$ cat src/rtl/uart_rx_fifo_if.sv
// Receive-side bundle of the UART receiver: serial line in, FIFO pop port and status out.
// The host side (bench or debug master) uses master; the receiver uses slave.
interface uart_rx_fifo_if #(
    parameter int unsigned FIFO_DEPTH = 16
) ();
    logic                        rx;
    logic                        rd_en;
    logic [7:0]                  rd_data;
    logic                        empty;
    logic                        full;
    logic [$clog2(FIFO_DEPTH):0] count;
    logic                        busy;
    logic                        frame_err;
    logic                        overrun;

    modport master (
        output rx, rd_en,
        input  rd_data, empty, full, count, busy, frame_err, overrun
    );

    modport slave (
        input  rx, rd_en,
        output rd_data, empty, full, count, busy, frame_err, overrun
    );
endinterface

$ cat src/rtl/uart_rx_fifo.sv
// 8N1 UART receiver with a first-word-fall-through receive FIFO.
// The serial line is double-synchronised; bytes are pushed at the stop-bit sample.
module uart_rx_fifo #(
    parameter int unsigned BIT_CYCLES = 16,
    parameter int unsigned FIFO_DEPTH = 16
) (
    input logic           HCLK,
    input logic           HRESETn,
    uart_rx_fifo_if.slave bus
);
    localparam int unsigned CntW = $clog2(BIT_CYCLES);
    localparam int unsigned PtrW = $clog2(FIFO_DEPTH);
    localparam logic [CntW-1:0] CntHalf   = CntW'(BIT_CYCLES / 2 - 1);
    localparam logic [CntW-1:0] CntLast   = CntW'(BIT_CYCLES - 1);
    localparam logic [PtrW:0]   CountFull = (PtrW + 1)'(FIFO_DEPTH);

    typedef enum logic [1:0] {StIdle, StStart, StData, StStop} state_e;

    state_e          state_q;
    logic [CntW-1:0] cnt_q;
    logic [2:0]      idx_q;
    logic [7:0]      shift_q;
    logic            rx_meta_q, rx_s_q, rx_prev_q;
    logic            frame_err_q;
    logic            push;

    logic [7:0]      mem_q [FIFO_DEPTH];
    logic [PtrW-1:0] wr_ptr_q, rd_ptr_q, rd_ptr_d;
    logic [PtrW:0]   count_q, count_d;
    logic [7:0]      rd_data_q, head_d;
    logic            overrun_q;
    logic            pop_ok, push_ok;

    always_ff @(posedge HCLK) begin
        if (!HRESETn) begin
            rx_meta_q   <= 1'b1;
            rx_s_q      <= 1'b1;
            rx_prev_q   <= 1'b1;
            state_q     <= StIdle;
            cnt_q       <= '0;
            idx_q       <= '0;
            shift_q     <= '0;
            frame_err_q <= 1'b0;
        end else begin
            rx_meta_q   <= bus.rx;
            rx_s_q      <= rx_meta_q;
            rx_prev_q   <= rx_s_q;
            frame_err_q <= 1'b0;
            cnt_q       <= cnt_q + CntW'(1);
            case (state_q)
                StIdle: begin
                    cnt_q <= '0;
                    if (rx_prev_q && !rx_s_q) state_q <= StStart;
                end
                StStart: begin
                    // Mid-start-bit check rejects glitches shorter than half a bit
                    if (cnt_q == CntHalf) begin
                        cnt_q   <= '0;
                        idx_q   <= '0;
                        state_q <= rx_s_q ? StIdle : StData;
                    end
                end
                StData: begin
                    if (cnt_q == CntLast) begin
                        cnt_q          <= '0;
                        shift_q[idx_q] <= rx_s_q;
                        if (idx_q == 3'd7) state_q <= StStop;
                        else               idx_q   <= idx_q + 3'd1;
                    end
                end
                StStop: begin
                    if (cnt_q == CntLast) begin
                        cnt_q       <= '0;
                        frame_err_q <= !rx_s_q;
                        state_q     <= StIdle;
                    end
                end
                default: state_q <= StIdle;
            endcase
        end
    end

    assign push = (state_q == StStop) && (cnt_q == CntLast) && rx_s_q;

    always_comb begin
        pop_ok   = bus.rd_en && (count_q != '0);
        // A simultaneous pop frees the slot, so a full FIFO still accepts the byte
        push_ok  = push && ((count_q != CountFull) || pop_ok);
        rd_ptr_d = rd_ptr_q + PtrW'(pop_ok);
        count_d  = count_q + (PtrW + 1)'(push_ok) - (PtrW + 1)'(pop_ok);
        head_d   = (push_ok && (wr_ptr_q == rd_ptr_d)) ? shift_q : mem_q[rd_ptr_d];
    end

    always_ff @(posedge HCLK) begin
        if (push_ok) mem_q[wr_ptr_q] <= shift_q;
    end

    always_ff @(posedge HCLK) begin
        if (!HRESETn) begin
            wr_ptr_q  <= '0;
            rd_ptr_q  <= '0;
            count_q   <= '0;
            rd_data_q <= '0;
            overrun_q <= 1'b0;
        end else begin
            wr_ptr_q  <= wr_ptr_q + PtrW'(push_ok);
            rd_ptr_q  <= rd_ptr_d;
            count_q   <= count_d;
            overrun_q <= push && !push_ok;
            if ((push_ok || pop_ok) && (count_d != '0)) rd_data_q <= head_d;
        end
    end

    assign bus.rd_data   = rd_data_q;
    assign bus.empty     = (count_q == '0);
    assign bus.full      = (count_q == CountFull);
    assign bus.count     = count_q;
    assign bus.busy      = (state_q != StIdle);
    assign bus.frame_err = frame_err_q;
    assign bus.overrun   = overrun_q;
endmodule

$ cat src/flat_wrapper.sv
// flat-port wrapper written by rule: the top's interface ports become plain ports
module uart_rx_fifo_flat 
#(
    parameter int unsigned BIT_CYCLES = 16,
    parameter int unsigned FIFO_DEPTH = 16
)
  (HCLK, HRESETn, bus_rx, bus_rd_en, bus_rd_data, bus_empty, bus_full, bus_count, bus_busy, bus_frame_err, bus_overrun);
  uart_rx_fifo_if #(.FIFO_DEPTH(FIFO_DEPTH)) bus_i ();
  input logic HCLK;
  input logic HRESETn;
  input wire logic [$bits(bus_i.rx)-1:0] bus_rx;
  input wire logic [$bits(bus_i.rd_en)-1:0] bus_rd_en;
  output wire logic [$bits(bus_i.rd_data)-1:0] bus_rd_data;
  output wire logic [$bits(bus_i.empty)-1:0] bus_empty;
  output wire logic [$bits(bus_i.full)-1:0] bus_full;
  output wire logic [$bits(bus_i.count)-1:0] bus_count;
  output wire logic [$bits(bus_i.busy)-1:0] bus_busy;
  output wire logic [$bits(bus_i.frame_err)-1:0] bus_frame_err;
  output wire logic [$bits(bus_i.overrun)-1:0] bus_overrun;
  assign bus_i.rx = bus_rx;
  assign bus_i.rd_en = bus_rd_en;
  assign bus_rd_data = bus_i.rd_data;
  assign bus_empty = bus_i.empty;
  assign bus_full = bus_i.full;
  assign bus_count = bus_i.count;
  assign bus_busy = bus_i.busy;
  assign bus_frame_err = bus_i.frame_err;
  assign bus_overrun = bus_i.overrun;
  uart_rx_fifo #(.BIT_CYCLES(BIT_CYCLES), .FIFO_DEPTH(FIFO_DEPTH)) u_core (.HCLK(HCLK), .HRESETn(HRESETn), .bus(bus_i));
endmodule
$ cat config.mk
export PLATFORM = sky130hd
export DESIGN_NAME = uart_rx_fifo_flat
export DESIGN_NICKNAME = d
export VERILOG_FILES = /design/src/rtl/uart_rx_fifo_if.sv /design/src/rtl/uart_rx_fifo.sv /design/src/flat_wrapper.sv
export SDC_FILE = /design/constraint.sdc
export NUM_CORES = 1
export LEC_CHECK = 0
export ABC_CLOCK_PERIOD_IN_PS = 6200
export CAP_MARGIN = 25
export CORE_MARGIN = 4
export CORE_UTILIZATION = 45
export CTS_BUF_LIST = sky130_fd_sc_hd__clkbuf_4 sky130_fd_sc_hd__clkbuf_8
export DETAILED_ROUTE_END_ITERATION = 7
export PLACE_DENSITY = 0.59
export SYNTH_ARGS = -nofsm -noshare
export SYNTH_HDL_FRONTEND = slang
export SYNTH_SLANG_ARGS = --single-unit
$ cat constraint.sdc
create_clock -name HCLK -period 6.2 [get_ports HCLK]
set_input_delay 0.93 -clock HCLK [delete_from_list [all_inputs] [get_ports HCLK]]
set_output_delay 0.93 -clock HCLK [all_outputs]
set_load 0.01 [all_outputs]
==> reports/results.ini <==
[status]
status=completed

[floorplanning]
start_util_pct=46.01
die-area_mm2=0.01835
fp.coreArea_mm2=0.01589
rows=46
io_pins=22
die_y_um=135.5
dieWidth_um=135.5

[cts]
cts.path.max_buffers=2
cts_tree=yes
cts_inserted_buffers=17
clock_latency_ns=0.46
htree_num_levels=4
cts_root_buf=clkbuf_8
cts_sinks=171
post_cts_buffers=0
clkTransAtPathRegs_ns=0.08
cts_hold_buf=0
ctsResizeCount=0

[logic_synthesis]
synth.area.top_cells=edfxtp_1 (53%), dfxtp_1 (12%), mux4_2 (8.0%), mux2i_1 (5.1%), ha_1 (2.2%)
synth_area_per_cell_um2=15.49
synthArstFlopShare_pct=0
yosysTopAreaCell=edfxtp_1
synth_top_area_share_pct=52.58
ys_types=56
syn_nets=490
dominantRegCellSynth=edfxtp_1
ys_seq_area_share_pct=64.36
ys_seq_elements=171
synth_cells=472
synth-edff-count=128
yosysWarnings=0
netlist_area_mm2=0.007310

[timing]
max_freq_mhz=255.4
rsz0062_at_grt=false
setup_viol=0
hold_viol_final=0
min_period_over_period_pct=63.16
worst_pin_slew_ns=0.9695
hold_ws_ns=0.4196
skew_ns=0.01238
tns_ns=0
slew_headroom_pct=35.13
finalCriticalPeriod_ns=3.916
slew_viol_final=0

[global_routing]
grt_max_degree=28
overflow=0
grt_usage_pct=17.32
antenna_found_initial=0
grt_pass1_wl_mm=23.22
grt_pass1_vias=4071

[routing]
avgRoutedWirePerCell_um=20.29
routed_wl_mm=14.81
viasPerCell=5.392
wl_met2_mm=7.515
firstDrtPassIters=6
drc=0
num_vias=3936
drt_iter0_markers=222
route.met3.wl_um=457
drtAntennaViolNets=0
highest_layer=met4
wl_met1_mm=6.601

[pwr]
power_density_mw_per_mm2=408.2
p_leak_nw=2.837
ir_drop_uv=173.6

[worst_hold_path]
hp-class=flop to flop

[worst_setup_path]
end_kind=flop
worst_ep_required_time_ns=6.53
arrival_ns=4.24
setup.worst_path.class=primary input to flop
path_max_fanout=9
worstSetupStartpointType=primary input

[placement]
gp_congestion=0.7678
dp_hpwl_mm=9.585
dp.cells=697
portBuffers=21

[finish]
instances_no_fill=730
layout_common_cells=edfxtp_1 (128), dfxtp_1 (43), mux2i_1 (37)
fin_nets=519
drive_gt1_share_pct=19.26
diodes=0
fill_cells=1355
final_common_cell=edfxtp_1
syn_to_final_growth_pct=12.80

[run]
cap_violations=0

registers in the layout, indices dropped and copies added, names as in the netlist, named ones only:
register	cells
u_core.shift_q	8
u_core.rx_prev_q	1
u_core.state_q	1
u_core.rx_meta_q	1
u_core.bus.rd_data	8
u_core.rd_ptr_q	4
u_core.bus.overrun	1
u_core.wr_ptr_q	4
u_core.mem_q	128
u_core.idx_q	3
u_core.bus.count	5
u_core.bus.frame_err	1
u_core.rx_s_q	1
u_core.cnt_q	4
critical path: stages:
cell	delay [ns]
clkdlybuf4s50_1	0.48
nor2b_1	0.20
ha_1	0.30
inv_1	0.04
ha_1	0.21
fa_1	0.42
and3b_1	0.22
or4_4	0.53
a211oi_4	0.43
a21o_2	0.36
a221oi_2	0.12
routing by layer:
| metal | vias to the layer above | global-route usage (%) |
|---|---|---|
| met2 | 66 | 28.98 |
| met4 | 0 | 5.711 |
| met3 | 20 | 3.715 |
| li1 | 1864 | - |
| met1 | 1986 | 22.65 |
| met5 | - | 0 |
where the power goes:
part / switching [W] / internal [W]
clock network: 0.000386 / 0.000560
registers: 0.0000368 / 0.00126
logic: 0.000552 / 0.000572
final timing paths:
check | startpoint | end | slack [ns] | depth (start not counted)
max reg2reg | u_core.bus.count[3] | u_core.bus.rd_data[2] | 2.32 | 13
min | u_core.rx_meta_q | u_core.rx_s_q | 0.42 | 1
max | bus_rd_en | u_core.bus.rd_data[2] | 2.28 | 11
min reg2reg | u_core.rx_meta_q | u_core.rx_s_q | 0.42 | 1
cell families after synthesis:
kind of cell,after synthesis,share of synthesized area (%)
AOI/OAI and AO/OA,42,5.392
xor gates and xnor gates,12,1.729
adders and majority gates,14,2.499
buffers and inverters,44,3.132
DFF,171,64.36
muxes,71,14.31
and+or+nand+nor,118,8.576
cell usage after synthesis, drive strengths merged, types with 2 or more instances:
master	number
a211oi	2
a21oi	4
a221oi	15
a22oi	2
and2	11
and2b	2
and3	4
and4	2
buf	9
clkbuf	14
dfxtp	43
edfxtp	128
ha	13
inv	19
mux2	8
mux2i	37
mux4	26
nand2	18
nand2b	5
nand3	10
nand3b	3
nor2	34
nor2b	3
nor3	10
nor3b	4
nor4	2
o211ai	7
o21ai	5
o31ai	2
or2	3
or3	3
xnor2	6
xor2	5
metrics by stage:
stage	instance area [um2]	utilization, %	power, W	setup slack (ns)
after CTS	8218	51.73	0.003405	2.260
final	8245	51.91	0.003366	2.284
after floorplan	7310	-	0.002187	2.431
after global placement	7729	48.65	0.002456	1.871
after detailed placement	7729	48.65	0.002459	1.808
after global routing	8245	51.91	0.003541	2.055
final cells by class:
cell class / count / area [um2] / area share (%)
tap: 216 / 270.3 / 3.278
sequential: 171 / 4705 / 57.06
multi-input combinational: 257 / 2379 / 28.85
inverter: 20 / 75.07 / 0.9105
clock inverter: 14 / 247.7 / 3.005
clock buffer: 18 / 241.5 / 2.929
timing repair buffer: 34 / 327.8 / 3.976
Power figures use the tool's default switching activity.
